$ cat config.mk
export PLATFORM = sky130hd
export DESIGN_NAME = pc_seq_unit
export DESIGN_NICKNAME = d
export VERILOG_FILES = /design/src/rtl/pc_seq_unit.sv
export SDC_FILE = /design/constraint.sdc
export NUM_CORES = 1
export LEC_CHECK = 0
export CORE_ASPECT_RATIO = 0.6
export CORE_MARGIN = 2
export CORE_UTILIZATION = 59
export CTS_BUF_LIST = sky130_fd_sc_hd__clkbuf_4 sky130_fd_sc_hd__clkbuf_8
export DETAILED_ROUTE_END_ITERATION = 16
export GPL_TIMING_DRIVEN = 0
export PLACE_DENSITY = 0.86
export SYNTH_ARGS = -nofsm -noshare
export SYNTH_HDL_FRONTEND = slang
export SYNTH_SLANG_ARGS = --single-unit
$ cat constraint.sdc
create_clock -name clk -period 4 [get_ports clk]
set_input_delay 0.8 -clock clk [delete_from_list [all_inputs] [get_ports clk]]
set_output_delay 0.8 -clock clk [all_outputs]
set_load 0.03 [all_outputs]
$ cat src/rtl/pc_seq_unit.sv
// Program-counter unit for the fetch stage.
// Selects the next PC from sequential, branch, jump, call and return targets.
// A circular return-address stack (RAS) backs CALL/RET, with sticky overflow and underflow flags.
module pc_seq_unit #(
    parameter int unsigned       PC_W      = 8,
    parameter int unsigned       RAS_DEPTH = 4,
    parameter logic [PC_W-1:0]   RESET_PC  = '0
) (
    input  logic                               clk,
    input  logic                               rst_n,
    input  logic                               stall,
    input  logic [2:0]                         op,
    input  logic                               cond,
    input  logic [PC_W-1:0]                    imm,
    input  logic [PC_W-1:0]                    base,
    input  logic                               clr_flags,
    output logic [PC_W-1:0]                    pc,
    output logic [PC_W-1:0]                    next_pc,
    output logic [$clog2(RAS_DEPTH+1)-1:0]     ras_count,
    output logic                               ras_overflow,
    output logic                               ras_underflow
);

    localparam int unsigned CNT_W = $clog2(RAS_DEPTH + 1);
    localparam int unsigned PTR_W = (RAS_DEPTH > 1) ? $clog2(RAS_DEPTH) : 1;

    localparam logic [2:0] OP_BRANCH = 3'd1;
    localparam logic [2:0] OP_JUMP   = 3'd2;
    localparam logic [2:0] OP_CALL   = 3'd3;
    localparam logic [2:0] OP_RET    = 3'd4;

    logic [PC_W-1:0]  pc_q, pc_d;
    logic [CNT_W-1:0] cnt_q, cnt_d;
    logic [PTR_W-1:0] top_q, top_d;
    logic             ovf_q, ovf_d;
    logic             unf_q, unf_d;
    logic [PC_W-1:0]  ras_q [RAS_DEPTH];
    logic [PC_W-1:0]  ras_d [RAS_DEPTH];

    logic [PC_W-1:0]  seq;
    logic [PC_W-1:0]  target;
    logic [PTR_W-1:0] top_inc;
    logic [PTR_W-1:0] top_dec;
    logic             do_push;
    logic             do_pop;
    logic             underflow_evt;

    // Target selection; branch offset adds modulo 2^PC_W, so two's complement imm is already sign-extended
    always_comb begin
        seq           = pc_q + PC_W'(1);
        target        = seq;
        do_push       = 1'b0;
        do_pop        = 1'b0;
        underflow_evt = 1'b0;
        top_inc       = (top_q == PTR_W'(RAS_DEPTH - 1)) ? '0 : top_q + PTR_W'(1);
        top_dec       = (top_q == '0) ? PTR_W'(RAS_DEPTH - 1) : top_q - PTR_W'(1);
        case (op)
            OP_BRANCH: if (cond) target = pc_q + imm;
            OP_JUMP:   target = base + imm;
            OP_CALL: begin
                target  = base + imm;
                do_push = 1'b1;
            end
            OP_RET: begin
                if (cnt_q != '0) begin
                    target = ras_q[top_q];
                    do_pop = 1'b1;
                end else begin
                    underflow_evt = 1'b1;
                end
            end
            default: ;
        endcase
        next_pc = stall ? pc_q : target;
    end

    // Next state for PC, stack pointer, count and sticky flags; stall freezes everything
    always_comb begin
        pc_d  = next_pc;
        cnt_d = cnt_q;
        top_d = top_q;
        ovf_d = ovf_q;
        unf_d = unf_q;
        ras_d = ras_q;
        if (!stall) begin
            // Clear first so a same-cycle event still sets its flag
            if (clr_flags) begin
                ovf_d = 1'b0;
                unf_d = 1'b0;
            end
            if (do_push) begin
                top_d        = top_inc;
                ras_d[top_inc] = seq;
                if (cnt_q == CNT_W'(RAS_DEPTH)) begin
                    ovf_d = 1'b1;
                end else begin
                    cnt_d = cnt_q + CNT_W'(1);
                end
            end
            if (do_pop) begin
                top_d = top_dec;
                cnt_d = cnt_q - CNT_W'(1);
            end
            if (underflow_evt) unf_d = 1'b1;
        end
    end

    // Control state with synchronous active-low reset
    always_ff @(posedge clk) begin
        if (!rst_n) begin
            pc_q  <= RESET_PC;
            cnt_q <= '0;
            top_q <= '0;
            ovf_q <= 1'b0;
            unf_q <= 1'b0;
        end else begin
            pc_q  <= pc_d;
            cnt_q <= cnt_d;
            top_q <= top_d;
            ovf_q <= ovf_d;
            unf_q <= unf_d;
        end
    end

    // Stack storage; contents are meaningless while the count is zero, so no reset
    always_ff @(posedge clk) begin
        ras_q <= ras_d;
    end

    assign pc            = pc_q;
    assign ras_count     = cnt_q;
    assign ras_overflow  = ovf_q;
    assign ras_underflow = unf_q;

endmodule

==> summary by stage, run 1 <==
Routing
The iteration count of the initial detailed-routing pass is 5. The DRC marker count from the first detailed-route iteration is 162. The remaining antenna violation count is 0.

The final route contains 2443 vias. In the routed layout, each cell is associated on average with a via count of 6.38. The average wire per cell in the routed design is 19.0 um. The total wirelength of the detailed-routed design is 7.27 mm.

After detailed routing, the number of remaining DRC violations is 0.

Status
The checks that failed: setup timing. The flow ran to the end, but the final reports show violations.

Clocking
The root buffer cell is clkbuf_8. The source-to-sink clock delay at the later pin of the worst-skew pair is 310 ps. The clock tree from TritonCTS is yes. The clock-pin slew reported for the worst setup and hold paths after clock tree synthesis is 80 ps.

Counting along the longest clock path gives a buffer depth of 2. Clock tree synthesis found a total of 47 sinks. The number of CTS-inserted buffers is 5. The maximum level of the CTS H-tree is 2.

STA
The total count of max-transition violations in the final report is 0. The final clock period utilization by the worst path is 102%. At the pin with the least slew margin, the transition time is 603 ps. The time the final worst path needs with I/O delays and setup is 4060 ps.

The highest achievable clock rate is 246 MHz. Setup repair after global routing could not meet its margin everywhere. The clock arrives with 10.6 ps of skew. The number of hold violations in the final report is 0. Headroom to the max-slew limit came out at 59.8%. Across all setup checks in the final design, the least slack found is -60.8 ps. Summed over all failing endpoints, the final setup total negative slack is -60.8 ps. Setup violations remaining at the end of the flow were counted as 1. The tightest hold path in the finished design has a slack of 511 ps.

Synthesis
In the post-synthesis netlist, the biggest area contributors are edfxtp_1 32%, dfxtp_1 10%, ha_1 8.9%. The synthesized netlist devotes 3.84% of its cell area to XOR and XNOR gates. edfxtp_1 takes more of the synthesized area than any other cell. Averaged over all synthesized cells, the footprint is 11.2 um^2.

The most used flip-flop cell after synthesis is edfxtp_1. The sequential cell area fraction in the yosys report is 42.6%. The count of yosys warnings during synthesis is 0. The dominant cell by count in the synthesized netlist is edfxtp_1. Of the total synthesized cell area, the portion taken by AND, OR, NAND and NOR gates is 12.1%. Summing the areas of all compound-gate instances in the mapped netlist gives 19.1% of the synthesized area. By area, the combinational part of the netlist is dominated by compound AO/OA/AOI/OAI gates. In this run, synthesis inferred 32 flip-flops with an integrated enable.

The post-synthesis mux area share is 8.49%. Of the post-synthesis cell area, the dominant cell type holds 32.4%. The commonest cells after synthesis are 32 x edfxtp_1, 21 x ha_1, 21 x nor2_1.

In the synthesized netlist the async set-or-reset flop fraction comes to 0%. Counting every instance in the synthesized netlist gives 264. The number of register bits inferred by synthesis is 47. The total nets after synthesis is 312. The distinct cell type count after synthesis is 50. The mapped netlist covers 2960 um^2. The adder-cell share of the synthesized area is 10.9%.

Global routing
The number of global-route vias before repair was 2234. The wire length of the first global-routing pass is 11.3 mm. The total grt overflow is 0. The initial antenna violation count was 0. Entering global routing, the biggest net connects 16 pins. The overall routing resource usage is 27.2%.

Pwr
The clock network fraction of total power is 25.5%. The internal power of the cells is 0.782 mW. Sequential cells account for 48.7% of the total power. The power per unit of standard cell area is 311 nW/um^2.

For this design the static power due to leakage is 1.39 nW. The power spent charging and discharging nets is 0.350 mW. The combinational fraction of design power is 25.8%. In this run switching power makes up 30.9% of total power. The worst-case IR drop observed on VDD is 0.000200 V.

Place
At the end of routability-driven placement, the weighted congestion stood at 0.903. The estimated wirelength of the detail-placed design is 5.42 mm. Before CTS, the worst setup slack after placement is -479 ps. The number of port buffers is 43.

Job
Max-cap violations in this run came to 0.

Critical path
The number of cells on the worst reg-to-reg path is 8. The worst endpoint data arrival time is 3260 ps. Along the worst path, the maximum fanout reaches 3.

The type of element capturing the critical path is an output port. The worst setup path is launched from an input pin. The path type of the worst setup path is in -> out.

The required arrival time at the worst endpoint is 3200 ps.

Floorplanning
The number of top-level pins is 45. The horizontal die dimension is 95.5 um. Once the floorplan was initialized, standard cells occupied 62.9% of the core. The core region is 4710 um^2. The number of cell rows is 19. The die outline area is 5620 um^2. The die is 58.9 um tall.

Final layout
The share of cells above drive strength 1 is 15.6%. The repair_antennas step left the layout with diodes totalling 0. The area growth from synthesis to layout is 23.1%.

After filler insertion, the fill cell instance count of the layout stands at 315. In the final design database the tool counted 367 nets.

Hold path
The tightest min-delay check is of the reg -> reg type. The number of cells on the worst hold path is 2.
[worst max-delay path: stages]
cell and delay [ps]:
clkdlybuf4s50_1 450, ha_2 240, fa_2 370, a211o_1 330, a21o_1 180, a21oi_2 180
mux2i_1 280, a31oi_1 140, clkdlybuf4s15_2 300
[logic make-up (layout without fill, tap and decap cells)]
kind of cell             Yosys count  count (layout)
AO/OA/AOI/OAI                     78              78
XOR/XNOR                          13              13
adder cells (fa/ha/maj)           24              24
buffers and inverters             19              75
flip-flops                        47              47
multiplexers                      15              15
AND/OR/NAND/NOR                   68              68
[final cells by class]
class                           instances  area [um^2]  share of cell area, %
Multi-Input combinational cell        198         1680                   46.0
Timing Repair Buffer                   48          452                   12.4
Tap cell                               63         78.8                   2.16
Clock inverter                          3         20.0                  0.549
Inverter                                9         38.8                   1.06
Buffer                                 10         48.8                   1.34
Sequential cell                        47         1260                   34.6
Clock buffer                            5         68.8                   1.89
[layout by cell type (no fill, tap or decap), drive strengths merged, types with 3 or more instances in the layout]
cell / instances
a21oi: 16
edfxtp: 32
a21o: 11
and3: 3
fa: 3
xnor2: 11
clkbuf: 15
o21bai: 3
clkdlybuf4s50: 34
and2: 10
a221oi: 6
buf: 9
ha: 21
dfxtp: 15
nand2: 9
a311oi: 4
inv: 8
nor3: 4
clkinv: 3
mux4: 8
or3: 3
nor2: 21
a211oi: 10
a31oi: 6
o21ai: 8
mux2i: 6
nand3: 7
[flip-flops by register name, indices dropped and copies added (netlist names)]
name and count:
top_q 2, ras_overflow 1, ras_count 3, ras_underflow 1
ras_q 32, pc 8
[routing by layer]
layer,share of wire [%],GRT usage (%),routed length [um],vias up
met5,0,0,0,-
li1,-,-,-,1135
met2,42,38.4,3040,111
met1,49,43.4,3580,1188
met3,8.1,5.25,588,9
met4,0.85,6.33,62,0
[stage by stage]
step	power, mW	utilization, %	area (um^2)	std cells
finish	1.13	77.4	3640	383
global route	1.17	77.4	3640	383
CTS	1.12	76.1	3580	378
detailed placement	0.841	73.7	3470	370
global placement	0.835	73.7	3470	370
floorplan	0.737	-	2960	264
[final timing paths]
kind | to | start | slack, ps
setup / recovery | next_pc[6] | imm[0] | -60
hold reg to reg | ras_overflow$_SDFFE_PN0N_ | ras_overflow$_SDFFE_PN0N_ | 510
setup reg to reg | pc[6]$_SDFF_PN0_ | pc[0]$_SDFF_PN0_ | 1670
hold / removal | ras_overflow$_SDFFE_PN0N_ | ras_overflow$_SDFFE_PN0N_ | 510
[power by group through the flow]
stage / clock network (mW) / registers, mW / logic [mW]
detailed placement: 0 / 0.561 / 0.279
global placement: 0 / 0.561 / 0.274
CTS: 0.290 / 0.550 / 0.279
floorplan: 0 / 0.573 / 0.165
finish: 0.289 / 0.551 / 0.292
global route: 0.305 / 0.552 / 0.316
[what timing repair did]
item,CTS,global route
setup endpoints to repair,8,8
cloned,0,0
pin swaps,0,1
buffers inserted,0,5
resized for setup,20,21
hold buffers,0,0
Power figures use the tool's default switching activity.
==> inputs of run 2 (changes only) <==
--- a/config.mk
+++ b/config.mk
@@ -7,11 +7,11 @@
 export LEC_CHECK = 0
 export CORE_ASPECT_RATIO = 0.6
 export CORE_MARGIN = 2
-export CORE_UTILIZATION = 59
+export CORE_UTILIZATION = 50
 export CTS_BUF_LIST = sky130_fd_sc_hd__clkbuf_4 sky130_fd_sc_hd__clkbuf_8
 export DETAILED_ROUTE_END_ITERATION = 16
 export GPL_TIMING_DRIVEN = 0
-export PLACE_DENSITY = 0.86
+export PLACE_DENSITY = 0.75
 export SYNTH_ARGS = -nofsm -noshare
 export SYNTH_HDL_FRONTEND = slang
 export SYNTH_SLANG_ARGS = --single-unit
==> summary by stage, run 2 (synthesis results as in run 1) <==
Critical path
Of all nets on the critical path, the largest fanout is 9. The category of the worst setup path launch point is an input pin. The worst setup path is captured at an output port. The worst endpoint data arrival time is 3090 ps. The required arrival time at the worst endpoint is 3200 ps.

The worst setup path is of the in -> out kind.

Final layout
The non-filler instance count after layout is 400. The top cell types in the final layout, fill and taps aside, are 33 x clkdlybuf4s50_1, 32 x edfxtp_1, 21 x nor2_1, 20 x ha_1. For this run, the post-layout net count is 367. The area growth from synthesis to layout is 24.9%. The register with the most flip-flops in the layout has 32 of them. The antenna diode instance count is 0. Of the cells placed in the final design, the portion with a size suffix greater than 1 is 15.3%. ras_q holds more flip-flops than any other register. Leaving out fill and tap cells, the most frequent cell in the layout is clkdlybuf4s50_1.

Clocking
The source-to-sink clock delay at the later pin of the worst-skew pair is 310 ps. The clock net sink count is 47. The root buffer cell is clkbuf_8. The clock-pin slew reported for the worst setup and hold paths after clock tree synthesis is 90 ps. The deepest clock path buffer count is 2.

The number of CTS-inserted buffers is 5. TritonCTS built the clock tree. The maximum level of the CTS H-tree is 2.

STA
For the pin with the worst max-slew slack, the measured transition is 619 ps. Setup repair after global routing left no endpoint under its margin. Setup violations remaining at the end of the flow were counted as 0. In the finished design, the share of the clock period the worst path needs comes to 97.2%. The sum of negative setup slack is 0 ps. The time the final worst path needs with I/O delays and setup is 3890 ps. Across the routed clock network, the largest skew measured is 8.98 ps. Measured against its own limit, the worst slew margin works out to 58.8%. The total count of max-transition violations in the final report was 0.

The number of hold violations in the final report is 0. Timing would allow up to 257 MHz.

Routing
The via count normalized by instance count is 5.93. After the first detailed-routing iteration, the DRC count stood at 133. The remaining antenna violation count is 0.

Dividing the detail-routed wire length by the instance count gives 18.6 um. After detailed routing, the number of remaining DRC violations is 0. After detailed routing, the total wire length is 7.43 mm. The detailed router placed 2370 vias in this run.

The iteration count of the initial detailed-routing pass is 4.

Global routing
The pin count of the biggest net entering global routing is 17. Global routing consumed, over all layers together, 23.7% of the routing resources. The number of global-route vias before repair came to 2236.

The first global-routing pass estimated 11.7 mm of wire. The total grt overflow is 0. The initial antenna violation count is 0.

Floorplanning
Row generation in the floorplan step produced 21 rows. The die outline area is 6570 um^2. The starting utilization of the core area is 52.4%.

The number of top-level pins is 45. From bottom edge to top edge, the die measures 63.6 um. Measured along the x axis, the die boundary spans 103 um. The floorplan step defined a core boundary enclosing 5650 um^2.

Pwr
The power per unit of standard cell area is 326 nW/um^2. Overall power consumption after layout is estimated at 1.20 mW. The leakage power figure is 1.41 nW. Across the VDD grid, the largest voltage drop is 0.000215 V.

Job
The max-capacitance violation count is 0.

Place
Routability-driven placement finished with a final weighted congestion of 0.814. The number of port buffers is 43. Once placement completed, the tool counted placed cells totaling 387. The wire-length estimate of the detail-placed layout is 5.60 mm.

Hold path
The tightest min-delay check is of the reg -> reg type.

Status
The flow ran to the end, and the final reports show no timing, DRC or antenna violations.
[run 2: worst max-delay path: stages]
cell,delay (ps)
clkdlybuf4s50_1,590
nor2b_1,220
clkbuf_2,230
a221o_1,410
a221oi_1,350
a21oi_1,100
dlygate4sd2_1,390
[run 2: final timing paths]
path,endpoint,from,depth (start not counted),slack [ps]
setup / recovery,next_pc[0],op[1],7,110
hold / removal,ras_overflow$_SDFFE_PN0N_,ras_overflow$_SDFFE_PN0N_,2,500
setup reg to reg,pc[6]$_SDFF_PN0_,pc[0]$_SDFF_PN0_,10,1530
hold reg to reg,ras_overflow$_SDFFE_PN0N_,ras_overflow$_SDFFE_PN0N_,2,500
[run 2: routing by layer]
metal  vias up  share of wire [%]  track usage [%]  routed length, um
met1      1146                 50             38.3               3720
li1       1131                  -                -                  -
met4         0               0.66             3.78                 49
met5         -                  0                0                  0
met2        86                 41             31.8               3020
met3         7                8.6             6.10                636
[run 2: cell type report]
cell class	count	area (um^2)
tap	80	100
sequential	47	1260
clock inverter	3	46.3
timing repair buffer	48	457
multi-input combinational	198	1680
buffer	10	48.8
inverter	9	38.8
clock buffer	5	68.8
fill	450	1950
[run 2: through the flow]
stage | cell area [um^2] | util (%) | setup WS, ps | hold WS (ps)
floorplan | 2960 | - | 503 | 657
global placement | 3490 | 61.8 | -471 | 479
detailed placement | 3490 | 61.8 | -461 | 485
CTS | 3650 | 64.7 | -41.0 | 510
global route | 3700 | 65.5 | 15.3 | 536
finish | 3700 | 65.5 | 112 | 498
[run 2: timing repair]
item                                    in CTS  in global routing
hold buffers                                 0                  0
pin swaps                                    0                  1
buffers inserted                             3                  2
resized for setup                           24                 22
endpoints found under the setup margin       8                  8
cloned                                       0                  0
[run 2: power breakdown]
group	internal [mW]	switching, mW	leakage (nW)
clock	0.188	0.174	0.0548
sequential	0.534	0.0173	0.414
combinational	0.127	0.165	0.938
total	0.849	0.356	1.41
==> variant (flow settings as in run 1) <==
Register the output `ras_count` once more, with the module's reset; this adds one clock of latency there. The other outputs are not delayed to match.
--- a/src/rtl/pc_seq_unit.sv
+++ b/src/rtl/pc_seq_unit.sv
@@ -129,5 +129,11 @@
 
     assign pc            = pc_q;
-    assign ras_count     = cnt_q;
+    always_ff @(posedge clk) begin
+        if (!rst_n) begin
+            ras_count <= '0;
+        end else begin
+            ras_count <= cnt_q;
+        end
+    end
     assign ras_overflow  = ovf_q;
     assign ras_underflow = unf_q;
Check against the original RTL: not equivalent (Yosys sat finds a counterexample within 4 cycles, from zero or initial values and one cycle with rst_n low).
==> variant against run 1 <==
- first-iteration DRC count increased by 28%
- sequential cell count increased by 3
- final area increased by 4.2%
- global-route usage increased by 0.91 points
- die area increased by 7.5%
- worst setup slack improved by 0.13 ns
- register-to-register slack got worse by 0.15 ns
- area after synthesis increased by 7.9%
- cell count increased by 7.8%
- wire length increased by 9.4%
- clock power increased by 4%
- core utilization decreased by 3.4 points
- total power increased by 4.8%
- critical path type unchanged
- highest routed layer unchanged
==> variant: results (changes against run 1) <==
| Metric | Value |
|---|---|
| Max reg flops | `32 (unchanged)` |
| Max stage delay on crit path | `0.47 ns (+0.02 ns)` |
| Vias | `2,629 (+7.6%)` |
| Post-synth EDFFs | `32 (unchanged)` |
| Mapped Cells | `297 (+13%)` |
| Post-synthesis sequential area ratio | `41.3% (-1.2 points)` |
| Arr. time, crit path | `3.13 ns (-0.13 ns)` |
| Vias in the first global route | `2,507 (+12%)` |
| Pin count of the biggest net entering global routing | `16 (unchanged)` |
| Synth Warn # | `0 (unchanged)` |
| Crit-path max FO | `6 (+3)` |
| Gr usage total | `28.1% (+0.91 points)` |
| Post-synth ARST share | `0% (unchanged)` |
| Layout cell share with drive strength beyond 1 | `13.0% (-2.7 points)` |
| # placed instances | `405 (+9.5%)` |
| Number of port buffers | `42 (-2.3%)` |
| Clock tree root buffer cell | `clkbuf_8` |
| Initial DRC count | `207 (+28%)` |
| Mapped Nets | `345 (+11%)` |
| Initial antenna violation count | `0 (unchanged)` |
| DR pass1 iterations | `5 (unchanged)` |
| CTS Buffer Depth | `2 (unchanged)` |
| Worst VDD drop | `0.237 mV (+18%)` |
| Worst-Skew Late Latency | `0.30 ns` |
| Ys flop type | `edfxtp_1` |
| Worst rel slew slack | `63.2% (+3.4 points)` |
| Clock-pin slew on the worst setup and hold paths | `roughly 0.090 ns` |
| Fin Clk Skew | `0.00828 ns (-0.00236 ns)` |
| GPL Wtd Cong | `0.846 (-6.4%)` |
| Layout filler cell count | `374 (+19%)` |
| Dpl ws | `-0.552 ns (-0.0728 ns)` |
| Vias per Instance | `6.37 (-0.20%)` |
| ANT cells | `0 (unchanged)` |
| Status | `finished, final reports clean` |
| CP max stage cell | `clkdlybuf4s50_1` |
| Post-DP HPWL | `6080 um (+12%)` |
| Distinct cells, synth | `62 (+24%)` |
| Wirelength per Cell | `19.3 um (+1.5%)` |
| NumNets Final | `394 (+7.4%)` |
| CTS H-tree depth | `2 (unchanged)` |
| Commonest cells in the netlist | `32 x edfxtp_1, 21 x ha_1, 18 x dfxtp_1, 18 x nor2_1, 17 x nand2_1` |
| Synth area leaders | `edfxtp_1 30%, dfxtp_1 11%, ha_1 8.2%, mux4_2 5.6%, a21oi_1 2.3%` |
| Hold Path Class | `reg -> reg` |
| LEAKAGE | `0.00143 uW (+3.4%)` |
| Hold buffers post-CTS | `0 (unchanged)` |
| Global-route wire length before repair | `12,600 um (+11%)` |
-- variant: tightest hold or removal path, cell delays in order, from the launching register on --
cell and delay, ns:
dfxtp_1 0.35, a32oi_1 0.06, nor2_1 0.07
-- variant: worst paths after layout --
check | start | endpoint | slack (ns) | cells past startpoint
max | imm[5] | next_pc[7] | 0.07 | 8
max reg2reg | pc[0]$_SDFF_PN0_ | pc[1]$_SDFF_PN0_ | 1.52 | 7
min reg2reg | ras_underflow$_SDFFE_PN0P_ | ras_underflow$_SDFFE_PN0P_ | 0.51 | 2
min | ras_underflow$_SDFFE_PN0P_ | ras_underflow$_SDFFE_PN0P_ | 0.51 | 2
-- variant: cell families after synthesis --
logic type	count (synthesis)	share of synthesized area, %
flip-flops	50	41.3
multiplexers	14	7.63
adder cells (fa/ha/maj)	24	10.1
buffers and inverters	22	3.21
XOR/XNOR	12	3.29
AND/OR/NAND/NOR	92	16.1
AO/OA/AOI/OAI	83	18.4
-- variant: power by group --
group / internal [uW] / leakage [uW] / switching [uW] / total, uW
combinational: 128 / 0.000952 / 174 / 302
clock: 138 / 0.0000453 / 164 / 301
sequential: 563 / 0.000436 / 19.7 / 583
total: 829 / 0.00143 / 357 / 1190
-- variant: timing repair --
action / 4_1_cts / 5_1_grt
endpoints found under the hold margin: 0 / 0
gates resized for setup: 21 / 10
setup endpoints to repair: 6 / 7
pin swaps: 0 / 1
-- variant: final cells by class --
| cell class | count | area [um^2] | share of cell area, % |
|---|---|---|---|
| multi-input cells | 225 | 1800 | 47.3 |
| flip-flops and latches | 50 | 1320 | 34.8 |
| repair buffers | 42 | 403 | 10.6 |
| clock buffers | 7 | 83.8 | 2.21 |
| well taps | 66 | 82.6 | 2.17 |
| plain buffers | 10 | 55.1 | 1.45 |
| inverters | 12 | 47.5 | 1.25 |
| clock inverters | 1 | 7.51 | 0.198 |
-- variant: metal layers --
layer | share of wire (%) | up-vias | track usage (%)
li1 | - | 1223 | -
met2 | 42 | 155 | 41.5
met4 | 0.78 | 0 | 5.87
met5 | 0 | - | 0
met3 | 13 | 11 | 8.99
met1 | 45 | 1240 | 41.4
-- variant: stage by stage --
step,total power (uW),instance area [um^2]
global placement,885,3700
CTS,1190,3800
floorplan,783,3200
global route,1240,3800
finish,1190,3800
detailed placement,892,3700
